`config.mk`:
```
export PLATFORM = sky130hd
export DESIGN_NAME = hazard_forward_unit
export DESIGN_NICKNAME = d
export VERILOG_FILES = /design/src/rtl/cpu_pkg.sv /design/src/rtl/instr_reg_decode.sv /design/src/rtl/hazard_forward_unit.sv
export SDC_FILE = /design/constraint.sdc
export NUM_CORES = 1
export LEC_CHECK = 0
export CAP_MARGIN = 20
export CORE_MARGIN = 8
export CORE_UTILIZATION = 28
export DETAILED_ROUTE_END_ITERATION = 10
export GPL_ROUTABILITY_DRIVEN = 0
export PLACE_DENSITY = 0.5
export SYNTH_ARGS = -nofsm -noshare
export SYNTH_HDL_FRONTEND = slang
export SYNTH_SLANG_ARGS = --single-unit
```
`constraint.sdc`:
```
create_clock -name clk -period 5.82 [get_ports clk]
set_clock_uncertainty 0.15 [all_clocks]
set_input_delay 0.873 -clock clk [delete_from_list [all_inputs] [get_ports clk]]
set_output_delay 0.873 -clock clk [all_outputs]
set_load 0.01 [all_outputs]
```
`src/rtl/cpu_pkg.sv`:
```
// rtl/cpu_pkg.sv - WISC opcodes, forward-select codes and pipeline shadow record type
package cpu_pkg;

    localparam int REG_W = 4;

    typedef enum logic [3:0] {
        OP_ADD    = 4'b0000,
        OP_SUB    = 4'b0001,
        OP_XOR    = 4'b0010,
        OP_RED    = 4'b0011,
        OP_SLL    = 4'b0100,
        OP_SRA    = 4'b0101,
        OP_ROR    = 4'b0110,
        OP_PADDSB = 4'b0111,
        OP_LW     = 4'b1000,
        OP_SW     = 4'b1001,
        OP_LLB    = 4'b1010,
        OP_LHB    = 4'b1011,
        OP_B      = 4'b1100,
        OP_BR     = 4'b1101,
        OP_PCS    = 4'b1110,
        OP_HLT    = 4'b1111
    } opcode_e;

    localparam logic [1:0] FWD_RF  = 2'b00;
    localparam logic [1:0] FWD_WB  = 2'b01;
    localparam logic [1:0] FWD_MEM = 2'b10;

    typedef struct packed {
        logic [REG_W-1:0] dst;
        logic             wen;
        logic             is_load;
    } stage_rec_t;

endpackage

```
`src/rtl/instr_reg_decode.sv`:
```
// rtl/instr_reg_decode.sv - combinational register-usage decode of one WISC instruction
module instr_reg_decode
    import cpu_pkg::*;
(
    input  logic [15:0]      instr,
    output logic [REG_W-1:0] srcA,
    output logic             srcA_v,
    output logic [REG_W-1:0] srcB,
    output logic             srcB_v,
    output logic [REG_W-1:0] dst,
    output logic             wen,
    output logic             is_load
);

    opcode_e op;

    assign op  = opcode_e'(instr[15:12]);
    assign dst = instr[11:8];

    always_comb begin
        srcA    = instr[7:4];
        srcA_v  = 1'b0;
        srcB    = instr[3:0];
        srcB_v  = 1'b0;
        wen     = 1'b0;
        is_load = 1'b0;
        case (op)
            OP_ADD, OP_SUB, OP_XOR, OP_RED, OP_PADDSB: begin
                srcA_v = 1'b1;
                srcB_v = 1'b1;
                wen    = 1'b1;
            end
            OP_SLL, OP_SRA, OP_ROR: begin
                srcA_v = 1'b1;
                wen    = 1'b1;
            end
            OP_LW: begin
                srcA_v  = 1'b1;
                wen     = 1'b1;
                is_load = 1'b1;
            end
            // SW reads its store data from the rd field
            OP_SW: begin
                srcA_v = 1'b1;
                srcB   = instr[11:8];
                srcB_v = 1'b1;
            end
            OP_LLB, OP_LHB: begin
                srcA   = instr[11:8];
                srcA_v = 1'b1;
                wen    = 1'b1;
            end
            OP_BR: begin
                srcA_v = 1'b1;
            end
            OP_PCS: begin
                wen = 1'b1;
            end
            default: ;
        endcase
    end

endmodule

```
`src/rtl/hazard_forward_unit.sv`:
```
// rtl/hazard_forward_unit.sv - EX operand forward selects and load-use stall for the WISC pipeline
// Optional HAZARD_STATS_EN adds saturating stall_cnt/fwd_cnt outputs.
module hazard_forward_unit
    import cpu_pkg::*;
#(
    parameter int NREG        = 16,
    parameter bit ZERO_REG_EN = 1'b1
) (
    input  logic        clk,
    input  logic        rst,
    input  logic [15:0] instr_ID,
    input  logic        valid_ID,
    input  logic        flush,
    output logic [1:0]  ForwardA,
    output logic [1:0]  ForwardB,
    output logic        stall,
    output logic        bubble_EX
`ifdef HAZARD_STATS_EN
    ,
    output logic [15:0] stall_cnt,
    output logic [15:0] fwd_cnt
`endif
);

    if ($clog2(NREG) != REG_W) begin : g_bad_nreg
        $error("NREG must give a 4-bit register index");
    end

    logic [REG_W-1:0] src_a, src_b, id_dst;
    logic             src_a_v, src_b_v, id_wen, id_is_load;

    instr_reg_decode u_id_decode (
        .instr   (instr_ID),
        .srcA    (src_a),
        .srcA_v  (src_a_v),
        .srcB    (src_b),
        .srcB_v  (src_b_v),
        .dst     (id_dst),
        .wen     (id_wen),
        .is_load (id_is_load)
    );

    stage_rec_t ex_q, mem_q, wb_q;
    stage_rec_t ex_d;
    logic [1:0] fwd_a_q, fwd_b_q, fwd_a_d, fwd_b_d;
    logic       bubble_q;
    logic       insert_bubble;
    logic       hit_a_ex, hit_b_ex, hit_a_mem, hit_b_mem;
    logic       wb_rec_unused;

    // The WB record is tracked for completeness; no forward path reads it.
    assign wb_rec_unused = ^wb_q;

    function automatic logic src_hit(input logic [REG_W-1:0] src, input logic v,
                                     input stage_rec_t rec);
        return v && rec.wen && (src == rec.dst) && !(ZERO_REG_EN && (src == '0));
    endfunction

    always_comb begin
        hit_a_ex  = src_hit(src_a, src_a_v, ex_q);
        hit_b_ex  = src_hit(src_b, src_b_v, ex_q);
        hit_a_mem = src_hit(src_a, src_a_v, mem_q);
        hit_b_mem = src_hit(src_b, src_b_v, mem_q);

        stall = valid_ID && !flush && ex_q.is_load && (hit_a_ex || hit_b_ex);
        insert_bubble = stall || flush || !valid_ID;

        ex_d    = '0;
        fwd_a_d = FWD_RF;
        fwd_b_d = FWD_RF;
        if (!insert_bubble) begin
            ex_d = '{dst: id_dst, wen: id_wen, is_load: id_is_load};
            // A load in EX can only reach here once it has moved to MEM, so it is excluded from the EX path.
            if (hit_a_ex && !ex_q.is_load) fwd_a_d = FWD_MEM;
            else if (hit_a_mem)            fwd_a_d = FWD_WB;
            if (hit_b_ex && !ex_q.is_load) fwd_b_d = FWD_MEM;
            else if (hit_b_mem)            fwd_b_d = FWD_WB;
        end
    end

    always_ff @(posedge clk) begin
        if (rst) begin
            ex_q     <= '0;
            mem_q    <= '0;
            wb_q     <= '0;
            fwd_a_q  <= FWD_RF;
            fwd_b_q  <= FWD_RF;
            bubble_q <= 1'b1;
        end else begin
            ex_q     <= ex_d;
            mem_q    <= ex_q;
            wb_q     <= mem_q;
            fwd_a_q  <= fwd_a_d;
            fwd_b_q  <= fwd_b_d;
            bubble_q <= stall || flush;
        end
    end

    assign ForwardA  = fwd_a_q;
    assign ForwardB  = fwd_b_q;
    assign bubble_EX = bubble_q;

`ifdef HAZARD_STATS_EN
    logic [15:0] stall_cnt_q, fwd_cnt_q;
    logic        fwd_any_d;

    assign fwd_any_d = (fwd_a_d != FWD_RF) || (fwd_b_d != FWD_RF);

    always_ff @(posedge clk) begin
        if (rst) begin
            stall_cnt_q <= '0;
            fwd_cnt_q   <= '0;
        end else begin
            if (stall && (stall_cnt_q != 16'hFFFF))
                stall_cnt_q <= stall_cnt_q + 16'd1;
            if (fwd_any_d && (fwd_cnt_q != 16'hFFFF))
                fwd_cnt_q <= fwd_cnt_q + 16'd1;
        end
    end

    assign stall_cnt = stall_cnt_q;
    assign fwd_cnt   = fwd_cnt_q;
`endif

endmodule

```
# After elaboration in Yosys (flattened, before gate mapping)
# Cells that the tools add are included.
# totals
regBits	16
inputBits	20
wordCells	72
# op_classes
eq_ne	17
mux	10
reduce_logical	35
# op_table
operator	n
$eq 4x4->1 const B	6
$logic_and 1x1->1	17
$eq 4x3->1 const B	4
$eq 4x4->1	4
$reduce_or 13->1	1
$logic_not 4->1	3
$reduce_or 12->1	1
$eq 4x2->1 const B	2
$mux 4	2
$mux 1	6
$reduce_or 3->1	2
$reduce_or 6->1	1
$logic_not 1->1	5
$eq 4x1->1 const B	1
$mux 2	2
$reduce_or 2->1	2
$logic_or 1x1->1	3

# Logic depth before layout (Yosys ltp)
# logic_depth
ltp_word	11
mapped_depth	8
mapped_depth_nobuf	6

# Cells and area by module
# A second synthesis with hierarchy kept.
# hier_totals
hier_cells	95
hier_area_um2	993.5
# modules_own_cells
module	instances	cells_per_inst	area_each_um2	seq_area_each_um2
hazard_forward_unit	1	73	773.2	320.3
instr_reg_decode	1	22	220.2	0.0

# Least setup slack after synthesis
# Ideal clock, no wire load.
# synth_timing
path_kind	input to output
from	input instr_ID[13]
to	output stall
arrival_ns	2.356
required_ns	4.797
slack_ns	2.441
path_stages	7
path_buffers	2
path_cell_list	buf_6 > nand4bb_1 > buf_4 > nor4_4 > a221oi_1 > or4_4 > o21ai_4
# synth_between
elab_chain_cells	8
word_cells_on_any_way	34
# synth_lines
element	line_no	rtl
start, declared	hazard_forward_unit.sv:11	input logic [15:0] instr_ID,
$eq 4x4->1, or another cell as far along	instr_reg_decode.sv:27	case (op)
$reduce_or 2->1, or another cell as far along	--	
$mux 4 or $mux 1 (tied branches)	instr_reg_decode.sv:27	
$eq 4x4->1, or another cell as far along	hazard_forward_unit.sv:56	return v && rec.wen && (src == rec.dst) && !(ZERO_REG_EN && (src == '0));
$logic_and 1x1->1 or $logic_not 1->1 (tied branches)	hazard_forward_unit.sv:56	
$logic_and 1x1->1	hazard_forward_unit.sv:56	
$logic_or 1x1->1 (*)	hazard_forward_unit.sv:65	stall = valid_ID && !flush && ex_q.is_load && (hit_a_ex || hit_b_ex);
$logic_and 1x1->1 (*)	hazard_forward_unit.sv:65	
end, declared	hazard_forward_unit.sv:16	output logic stall,
# Every way passes the cells marked *; elsewhere a longest branch is shown, timed or not.

# Final worst setup path
# layout_timing
from	input instr_ID[14]
to	output stall
# The elaborated chain is that of the path after synthesis.

==> flow_summary.ini <==
[run_status]
outcome = complete, no violations

[drt]
via_count = 1053
drc_errors = 0
post_drt_wl_per_cell_um = 15.8
postRouteAntennaNets = 0
drt_first_pass_iters = 4
via_per_inst = 5.21
routed_wl_um = 3190
initialDrtViolationCount = 94

[place]
dp_cells = 198
placed_cell_area_mm2 = 0.00136
dp_hpwl_um = 2660
port_buffers = 25

[clock_network]
clkSlewWorstSetupHoldPaths_ns = 0.06
post_cts_resized = 0
cts_tree = built
cts.sinks = 16
clockBufferDepth = 2
clock_latency_ns = 0.24
postCtsSetupBuffers = 0
htree_num_levels = 1
root_buffer = clkbuf_8
cts_buffers = 3
cts-hold-fix-buffers = 0

[cells_and_area]
n_antenna_cell = 0
post-route-cell-area_mm2 = 0.00141
final_common_cell = clkdlybuf4s50_1
final_nets = 175
final_cell_mix = 25 x clkdlybuf4s50_1, 16 x dfxtp_1, 10 x nand2_1, 9 x inv_1, 9 x nor2b_1
drive_above_1_share = 0.0584
stdcell_count = 202
nFillCells = 370
syn_to_final_growth_pct = 32.0
post-route-util = 0.386

[power_and_ir_drop]
power_mw = 0.260
power_leakage_nw = 0.509
powerDensity_mw_per_mm2 = 184
peakVddDrop_mv = 0.156

[timing]
drv_slew = 0
finalCritPeriodShare = 0.819
max_freq_ghz = 0.210
finalHoldViolations = 0
rsz0062_at_grt = false
tns_ns = 0
tightest_slew_ns = 0.525
setup_viol = 0
layout_min_cycle_time_ns = 4.76
slew_headroom = 0.647

[critical_path]
crit_path_start = instr_ID[14]
r2r-start = ex_q[4]$_SDFF_PP0_
worstSetupEndpoint = stall
worstPathRequired_ns = 4.80
critPathMaxFanout = 10
path_cells = clkdlybuf4s50_1 -> nand4bb_1 -> nor4_4 -> a221oi_1 -> or4_4 -> o21ai_4 -> clkdlybuf4s50_1
crit_path_top_delay_cell = clkdlybuf4s50_1
ff2ff_path_depth = 6
r2r-end = ForwardB[0]$_SDFF_PP0_
startpoint_type = primary input
path_common_cell = clkdlybuf4s50_1
path_class = primary input to primary output
max_stage_delay_ns = 0.60
end_kind = primary output
worstPathArrival_ns = 3.74
rrSetupSlack_ns = 3.65

[synth]
yosys_register_bits = 16
avgSynthCellArea_um2 = 8.37
synth_area_mm2 = 0.00107
synth_edf_count = 0
synth_cell_types = 41
synth_warnings = 0
synthCells = 128
synth_ff_type = dfxtp_1
synth_nets = 148
async_reset_ff_frac = 0
yosysSeqAreaShare = 0.299

[global_routing]
grt_pass1_wl_um = 5150
grt_pass1_vias = 1014
grt_usage = 0.104
grt_max_degree = 11
gr-total-overflow = 0
grt_antenna_before_repair = 0

[floorplan]
core_mm2 = 0.00366
die_w_um = 77.8
die-height_um = 77.8
ioPinCount = 26
num_rows = 22
start_util = 0.293
die_area_mm2 = 0.00606

[min_path]
hp-class = register to register

[run]
cap_violations = 0
-- critical path, delay by kind of cell --
kind            cells  cell delay (ns)
compound gates      2             0.28
buf+inv             2             1.10
simple gates        3             1.48
-- worst min path at each step --
stage                              startpoint                      to  cells after the start
after floorplan           mem_q[1]$_SDFF_PP0_  ForwardA[0]$_SDFF_PP0_                      2
after global placement    mem_q[1]$_SDFF_PP0_  ForwardA[0]$_SDFF_PP0_                      2
after detailed placement  mem_q[1]$_SDFF_PP0_  ForwardA[0]$_SDFF_PP0_                      2
after CTS                 mem_q[1]$_SDFF_PP0_  ForwardA[0]$_SDFF_PP0_                      2
after global routing      mem_q[1]$_SDFF_PP0_  ForwardA[0]$_SDFF_PP0_                      2
final                     mem_q[1]$_SDFF_PP0_  ForwardA[0]$_SDFF_PP0_                      2
-- metal layers --
metal  global-route usage  wire [um]  vias to the layer above
met5                    0          0                        -
met4               0.0170          0                        0
met3               0.0276        150                        0
met2                0.173       1560                       31
met1                0.132       1480                      499
li1                     -          -                      523
-- per-stage QoR --
stage | setup WS, ns | hold slack (ns)
floorplan | 2.44 | 0.273
global placement | 1.13 | 0.317
detailed placement | 1.06 | 0.319
CTS | 1.05 | 0.328
global route | 0.834 | 0.341
finish | 1.06 | 0.326
-- kinds of logic after synthesis --
| logic type | count (synthesis) | synth area share |
|---|---|---|
| xor+xnor | 10 | 0.0818 |
| flops | 16 | 0.299 |
| mux | 3 | 0.0280 |
| compound gates | 26 | 0.189 |
| buf+inv | 12 | 0.0526 |
| fa+ha+maj | 1 | 0.00935 |
| simple gates | 60 | 0.340 |
-- where the power goes --
group | internal, mW | switching (mW) | total, mW
clock | 0.0599 | 0.0351 | 0.0950
combinational | 0.0257 | 0.0249 | 0.0505
sequential | 0.112 | 0.00259 | 0.114
-- synth_stat cells, types with 3 or more instances --
library cell	n	area share
nor3_1	6	0.028
nand3b_1	3	0.021
a221oi_1	6	0.049
nor4_1	5	0.029
a21oi_1	5	0.023
xor2_1	4	0.033
xnor2_1	6	0.049
dfxtp_1	16	0.30
inv_1	9	0.032
mux2i_1	3	0.028
nor2_1	8	0.028
o21ai_0	3	0.014
nor2b_1	9	0.053
nand2_1	10	0.035
-- layout make-up --
class	instances	area, um^2	share of cell area
inverter	9	33.8	0.0239
multi-input combinational	100	694	0.491
timing repair buffer	25	250	0.177
tap	48	60.1	0.0425
sequential	16	320	0.227
clock buffer	4	55.1	0.0389
-- state kept, by name, summed over array words and instances, names as in the netlist --
name / count
ex_q: 6
mem_q: 5
ForwardA: 2
ForwardB: 2
bubble_EX: 1
No activity file was read; power rests on OpenSTA's default activity.
